File: config.mk
export PLATFORM = sky130hd
export DESIGN_NAME = operand_fetch
export DESIGN_NICKNAME = d
export VERILOG_FILES = /design/src/rtl/op_fetch_pkg.sv /design/src/rtl/op_scoreboard.sv /design/src/rtl/operand_fetch.sv
export SDC_FILE = /design/constraint.sdc
export NUM_CORES = 1
export LEC_CHECK = 0
export BUFFER_PORTS_ARGS = -buffer_cell sky130_fd_sc_hd__buf_2
export CELL_PAD_IN_SITES_DETAIL_PLACEMENT = 0
export CELL_PAD_IN_SITES_GLOBAL_PLACEMENT = 1
export CORE_AREA = 2 2 108 162
export DETAILED_ROUTE_END_ITERATION = 7
export DIE_AREA = 0 0 110 164
export GPL_TIMING_DRIVEN = 1
export MAX_ROUTING_LAYER = met4
export PLACE_DENSITY_LB_ADDON = 0.1
export SETUP_SLACK_MARGIN = 0.02
export SYNTH_ARGS = -nofsm -noshare
export SYNTH_HDL_FRONTEND = slang
export SYNTH_SLANG_ARGS = --single-unit
File: constraint.sdc
create_clock -name clk -period 11.8 [get_ports clk]
set_input_delay 0.59 -clock clk [delete_from_list [all_inputs] [get_ports clk]]
set_output_delay 0.59 -clock clk [all_outputs]
set_load 0.005 [all_outputs]
File: src/rtl/op_fetch_pkg.sv
// Shared widths and the registered operand bundle for the operand-fetch stage.
package op_fetch_pkg;

  localparam int XLEN_DEF = 32;
  localparam int NREG_DEF = 32;
  localparam int AW_DEF   = $clog2(NREG_DEF);

  typedef struct packed {
    logic [XLEN_DEF-1:0] rs1_data;
    logic [XLEN_DEF-1:0] rs2_data;
    logic [AW_DEF-1:0]   rd;
    logic                rd_we;
  } op_bundle_t;

endpackage

File: src/rtl/op_scoreboard.sv
// Pending-write scoreboard: one bit per architectural register plus a registered population count.
module op_scoreboard
  import op_fetch_pkg::*;
#(
  parameter int NREG = NREG_DEF,
  parameter int AW   = $clog2(NREG)
) (
  input  logic            clk,
  input  logic            rst,
  input  logic            set_en,
  input  logic [AW-1:0]   set_idx,
  input  logic            wb_clr_en,
  input  logic [AW-1:0]   wb_clr_idx,
  input  logic            fl_clr_en,
  input  logic [AW-1:0]   fl_clr_idx,
  output logic [NREG-1:0] pending,
  output logic [AW:0]     pending_cnt
);

  logic [NREG-1:0] pend_nxt;
  logic [AW:0]     cnt_nxt;

  always_comb begin
    // NOTE: every always_comb output starts from a full default so no path leaves it unassigned (no latch).
    pend_nxt = pending;
    if (wb_clr_en) pend_nxt[wb_clr_idx] = 1'b0;
    if (fl_clr_en) pend_nxt[fl_clr_idx] = 1'b0;
    // Set is applied last so a same-cycle issue beats a retiring writeback to the same register.
    if (set_en)    pend_nxt[set_idx]    = 1'b1;
    pend_nxt[0] = 1'b0;

    cnt_nxt = '0;
    for (int i = 1; i < NREG; i++) begin
      cnt_nxt = cnt_nxt + {{AW{1'b0}}, pend_nxt[i]};
    end
  end

  // NOTE: the pending array is a handful of flops, not a RAM, so it is safe and required to reset it.
  always_ff @(posedge clk or posedge rst) begin
    if (rst) begin
      pending     <= '0;
      pending_cnt <= '0;
    end else begin
      // NOTE: sequential state uses non-blocking assignment so all flops update from pre-edge values.
      pending     <= pend_nxt;
      pending_cnt <= cnt_nxt;
    end
  end

endmodule

File: src/rtl/operand_fetch.sv
// Operand fetch with scoreboard hazard stall and registered operand bundle.
// Define OPERAND_FETCH_BYPASS_EN to resolve hazards and operands from the same-cycle writeback.
module operand_fetch
  import op_fetch_pkg::*;
#(
  parameter  int XLEN = XLEN_DEF,
  parameter  int NREG = NREG_DEF,
  localparam int AW   = $clog2(NREG)
) (
  input  logic            clk,
  input  logic            rst,
  input  logic            in_valid,
  output logic            in_ready,
  input  logic [AW-1:0]   in_rs1,
  input  logic [AW-1:0]   in_rs2,
  input  logic [AW-1:0]   in_rd,
  input  logic            in_rd_we,
  output logic [AW-1:0]   rf_rs1_addr,
  output logic [AW-1:0]   rf_rs2_addr,
  input  logic [XLEN-1:0] rf_rs1_data,
  input  logic [XLEN-1:0] rf_rs2_data,
  input  logic            wb_valid,
  input  logic [AW-1:0]   wb_rd,
  input  logic [XLEN-1:0] wb_data,
  output logic            out_valid,
  input  logic            out_ready,
  output logic [XLEN-1:0] out_rs1_data,
  output logic [XLEN-1:0] out_rs2_data,
  output logic [AW-1:0]   out_rd,
  output logic            out_rd_we,
  input  logic            flush,
  output logic [AW:0]     pending_cnt
);

  logic [NREG-1:0] pending;
  logic            rs1_byp, rs2_byp, rd_byp;
  logic            rs1_haz, rs2_haz, rd_haz;
  logic            accept;
  logic [XLEN-1:0] rs1_op, rs2_op;
  op_bundle_t      bundle_q;

  assign rf_rs1_addr = in_rs1;
  assign rf_rs2_addr = in_rs2;

`ifdef OPERAND_FETCH_BYPASS_EN
  assign rs1_byp = wb_valid && (wb_rd == in_rs1);
  assign rs2_byp = wb_valid && (wb_rd == in_rs2);
  assign rd_byp  = wb_valid && (wb_rd == in_rd);
`else
  assign rs1_byp = 1'b0;
  assign rs2_byp = 1'b0;
  assign rd_byp  = 1'b0;
`endif

  assign rs1_haz  = pending[in_rs1] && (in_rs1 != '0) && !rs1_byp;
  assign rs2_haz  = pending[in_rs2] && (in_rs2 != '0) && !rs2_byp;
  assign rd_haz   = in_rd_we && (in_rd != '0) && pending[in_rd] && !rd_byp;
  assign in_ready = (!out_valid || out_ready) && !flush && !(rs1_haz || rs2_haz || rd_haz);
  assign accept   = in_valid && in_ready;

  assign rs1_op = (in_rs1 == '0) ? '0 : (rs1_byp ? wb_data : rf_rs1_data);
  assign rs2_op = (in_rs2 == '0) ? '0 : (rs2_byp ? wb_data : rf_rs2_data);

  always_ff @(posedge clk or posedge rst) begin
    if (rst) begin
      out_valid <= 1'b0;
      bundle_q  <= '0;
    end else if (flush) begin
      out_valid <= 1'b0;
    end else if (accept) begin
      out_valid <= 1'b1;
      bundle_q  <= '{rs1_data: rs1_op, rs2_data: rs2_op, rd: in_rd, rd_we: in_rd_we};
    end else if (out_ready) begin
      out_valid <= 1'b0;
    end
  end

  assign out_rs1_data = bundle_q.rs1_data;
  assign out_rs2_data = bundle_q.rs2_data;
  assign out_rd       = bundle_q.rd;
  assign out_rd_we    = bundle_q.rd_we;

  // A flushed bundle never writes back, so its destination must stop looking busy.
  op_scoreboard #(
    .NREG (NREG),
    .AW   (AW)
  ) u_scoreboard (
    .clk         (clk),
    .rst         (rst),
    .set_en      (accept && in_rd_we && (in_rd != '0)),
    .set_idx     (in_rd),
    .wb_clr_en   (wb_valid && (wb_rd != '0)),
    .wb_clr_idx  (wb_rd),
    .fl_clr_en   (flush && out_valid && bundle_q.rd_we),
    .fl_clr_idx  (bundle_q.rd),
    .pending     (pending),
    .pending_cnt (pending_cnt)
  );

endmodule

==> impl_metrics.tcl <==
set metrics [dict create \
    p_comb_share_pct 36.3 \
    numCtsBuffers 9 \
    grt_start_max_net_pins 127 \
    power_density_nw_per_um2 160.6 \
    fill_cells 1662 \
    clock_path_buffers 2 \
    netlist_instances 700 \
    ys_seq_elements 108 \
    hold_violations 0 \
    avgRoutedWirePerCell_um 19.12 \
    cts_tree "yes" \
    status "completed" \
    max_freq_mhz 128.7 \
    hold_path.class "input pin to async pin" \
    power.switching_mw 0.4693 \
    cp.arrival_ns 8.03 \
    final.setup.tns_ns 0 \
    cp_max_fo 126 \
    grt_usage_pct 23.86 \
    post-cts-setup-buffers 0 \
    port-buffer-count 178 \
    syn_area_per_cell_um2 9.843 \
    dp_slack_ns 3.719 \
    start_kind "input pin" \
    area_growth_pct 17.51 \
    cts_hold_buffers 0 \
    start_util_pct 41.46 \
    core-area_um2 16620 \
    yosysUniqueCellTypes 53 \
    die_y_um 164 \
    tightest_slew_ns 1.166 \
    cts.repair.resized 0 \
    routed_wl_um 20210 \
    rows 58 \
    cap_violations 0 \
    path_class "input pin to flip-flop" \
    seqPwrFrac_pct 39.9 \
    reg2reg_slack_ns 4.22 \
    rsz0062_at_grt "no" \
    p_sw_share_pct 36.10 \
    die_area_um2 18040 \
    busiest_layer "met2" \
    first_pass_iters 5 \
    synth_top_area_share_pct 39.22 \
    fin_worst_skew_ns 0.01739 \
    cp-startpoint "in_rs1[1]" \
    cp_common_cell "fa_1" \
    antenna_left 0 \
    drcViolationCount 0 \
    slew_violations 0 \
    r2r_cells 22 \
    reg2reg_from "u_scoreboard.pending[28]" \
    internal_power_mw 0.8307 \
    drt-initial-drc-count 260 \
    antenna-diode-count 0 \
    synth.most_common_cell "dfrtp_1" \
    worstSetupEndpoint "u_scoreboard.pending_cnt[4]" \
    cp-end-kind "flip-flop" \
    cts-root-buf "clkbuf_16" \
    use_met2_pct 41.91 \
    setup_slack_ns 4.027 \
    antenna_found_initial 0 \
    max-vdd-ir-drop_mv 0.09354 \
    leakage_nw 4.063 \
    grtUsageMet3_pct 2.738 \
    post-route-period-util_pct 65.87 \
    ioPinCount 211 \
    setup_viol 0 \
    synth_nets 855 \
    synth_top_cell_by_area "dfrtp_1" \
    num_vias 5766 \
    ys_seq_area_share_pct 39.22 \
    via_per_inst 5.455 \
    worstPathCellList "buf_2 -> mux4_2 -> nor2_1 -> nor3_1 -> a2111oi_2 -> nand4_1 -> nor3_2 -> buf_12 -> a31o_2 -> ha_1 -> inv_1 -> fa_1 -> fa_1 -> fa_1 -> fa_1 -> fa_1 -> inv_1 -> fa_1 -> ha_1 -> fa_1 -> a21o_1 -> a21oi_1 -> xnor2_1" \
    pwr-share-clk_pct 23.7 \
    grt_overflow 0 \
    critPathMaxStageDelay_ns 0.56 \
    yosys_warnings 0 \
    dp_hpwl_um 15070 \
    synth_edf_count 0 \
    syn_area_um2 6890 \
    dieWidth_um 110 \
    clk_latency_ns 0.35 \
    async_flop_share_pct 100.0 \
    use_met1_pct 28.38 \
    cts.sinks 108 \
    grt_pass1_vias 5851 \
    htree_levels 3 \
    period_needed_ns 7.773 \
    synthTopCellsByArea "dfrtp_1, mux2i_1, fa_1" \
    final_nets 997 \
    drive_gt1_share_pct 29.63 \
    grt_first_pass_wirelength_um 31790 \
    synth_common_cells "dfrtp_1, mux2i_1, inv_1, nand2_1, a21oi_1" \
    ys.flop_type "dfrtp_1" \
    cpMaxStageDelayCell "fa_1" \
    path_clk_slew_ns 0.08 \
    r2r_end "u_scoreboard.pending_cnt[4]" \
    max_slew_margin_pct 22.06 \
    place_congestion 0.9064 \
    cp.required_ns 12.06 \
]
==> power by group through the flow <==
stage | clock network (mW) | logic (mW) | registers (mW)
2_1_floorplan | 0 | 0.291 | 0.521
5_1_grt | 0.332 | 0.548 | 0.532
6_report | 0.309 | 0.473 | 0.519
3_3_place_gp | 0 | 0.467 | 0.521
4_1_cts | 0.316 | 0.485 | 0.519
3_5_place_dp | 0 | 0.477 | 0.524
==> cell families after synthesis <==
logic type	share of synthesized area, %
compound gates	13.71
xor+xnor	0.3814
fa+ha+maj	8.317
buf+inv	9.297
flops	39.22
mux	17.61
simple gates	11.46
==> worst min path at each step <==
stage	endpoint	slack, ns	start
final	out_rs1_data[5]	0.24	rst
after global routing	out_rs1_data[7]	0.28	rst
after CTS	out_rs1_data[2]	0.26	rst
after detailed placement	out_rs2_data[14]	0.51	out_rs2_data[14]
after global placement	out_rd_we	0.49	out_rd_we
after floorplan	out_rd_we	0.51	out_rd_we
==> state kept, by name, summed over array words and instances, names as in the netlist <==
signal	cells
out_rd	5
out_rd_we	1
out_rs1_data	32
out_rs2_data	32
out_valid	1
u_scoreboard.pending	31
u_scoreboard.pending_cnt	6
==> routing by layer <==
layer,part of all wire [%],vias to the layer above
met5,0,-
met4,2.1,0
met3,5.3,26
met2,53,226
met1,39,2830
li1,-,2684
==> worst max-delay path: cells and delay by family <==
kind	cells	cell delay (ns)
fa+ha+maj	9	3.90
buf+inv	4	1.03
compound gates	4	1.03
simple gates	4	0.64
mux	1	0.55
xor+xnor	1	0.16
==> area by class of cell <==
type                    instances  area [µm²]  share of cell area (%)
flip-flops and latches        108        2703                   33.38
multi-input cells             451        3552                   43.87
clock buffers                  10       239.0                   2.952
inverters                      89       336.6                   4.157
repair buffers                183       940.9                   11.62
clock inverters                 6       62.56                  0.7727
well taps                     210       262.8                   3.245
==> through the flow <==
step                      hold slack (ns)  std cells  instance area (µm²)  total power [mW]  utilization, %
after floorplan                    0.5062        700                 6890            0.8121               -
after global placement             0.4905       1041                 7795            0.9881           46.91
after detailed placement           0.5058       1041                 7795             1.000           46.91
after CTS                          0.2594       1057                 8097             1.321           48.72
after global routing               0.2786       1057                 8097             1.412           48.72
final                              0.2429       1057                 8097             1.300           48.72
==> layout by cell type (no fill, tap or decap), types with 2 or more instances in the layout <==
cell type / n
mux2_2: 8
buf_2: 178
o21ai_0: 30
clkbuf_16: 9
or3_1: 2
nor3_1: 7
clkinv_4: 2
a31o_2: 31
inv_1: 88
mux4_2: 8
nor2_1: 18
nand3b_1: 6
xnor2_1: 2
ha_1: 9
nand4_1: 3
nor3b_1: 9
o22ai_1: 3
nor2b_1: 11
dfrtp_1: 108
o31ai_1: 3
mux2i_1: 92
mux2_1: 2
a21oi_1: 37
and2_1: 2
buf_4: 4
and3b_1: 2
nand3_1: 7
nand2b_1: 7
inv_6: 2
and3_1: 3
fa_1: 23
nand2_1: 78
a22o_1: 2
a21o_1: 2
a31oi_1: 26
Note: power is estimated with default switching activity, not from simulation.
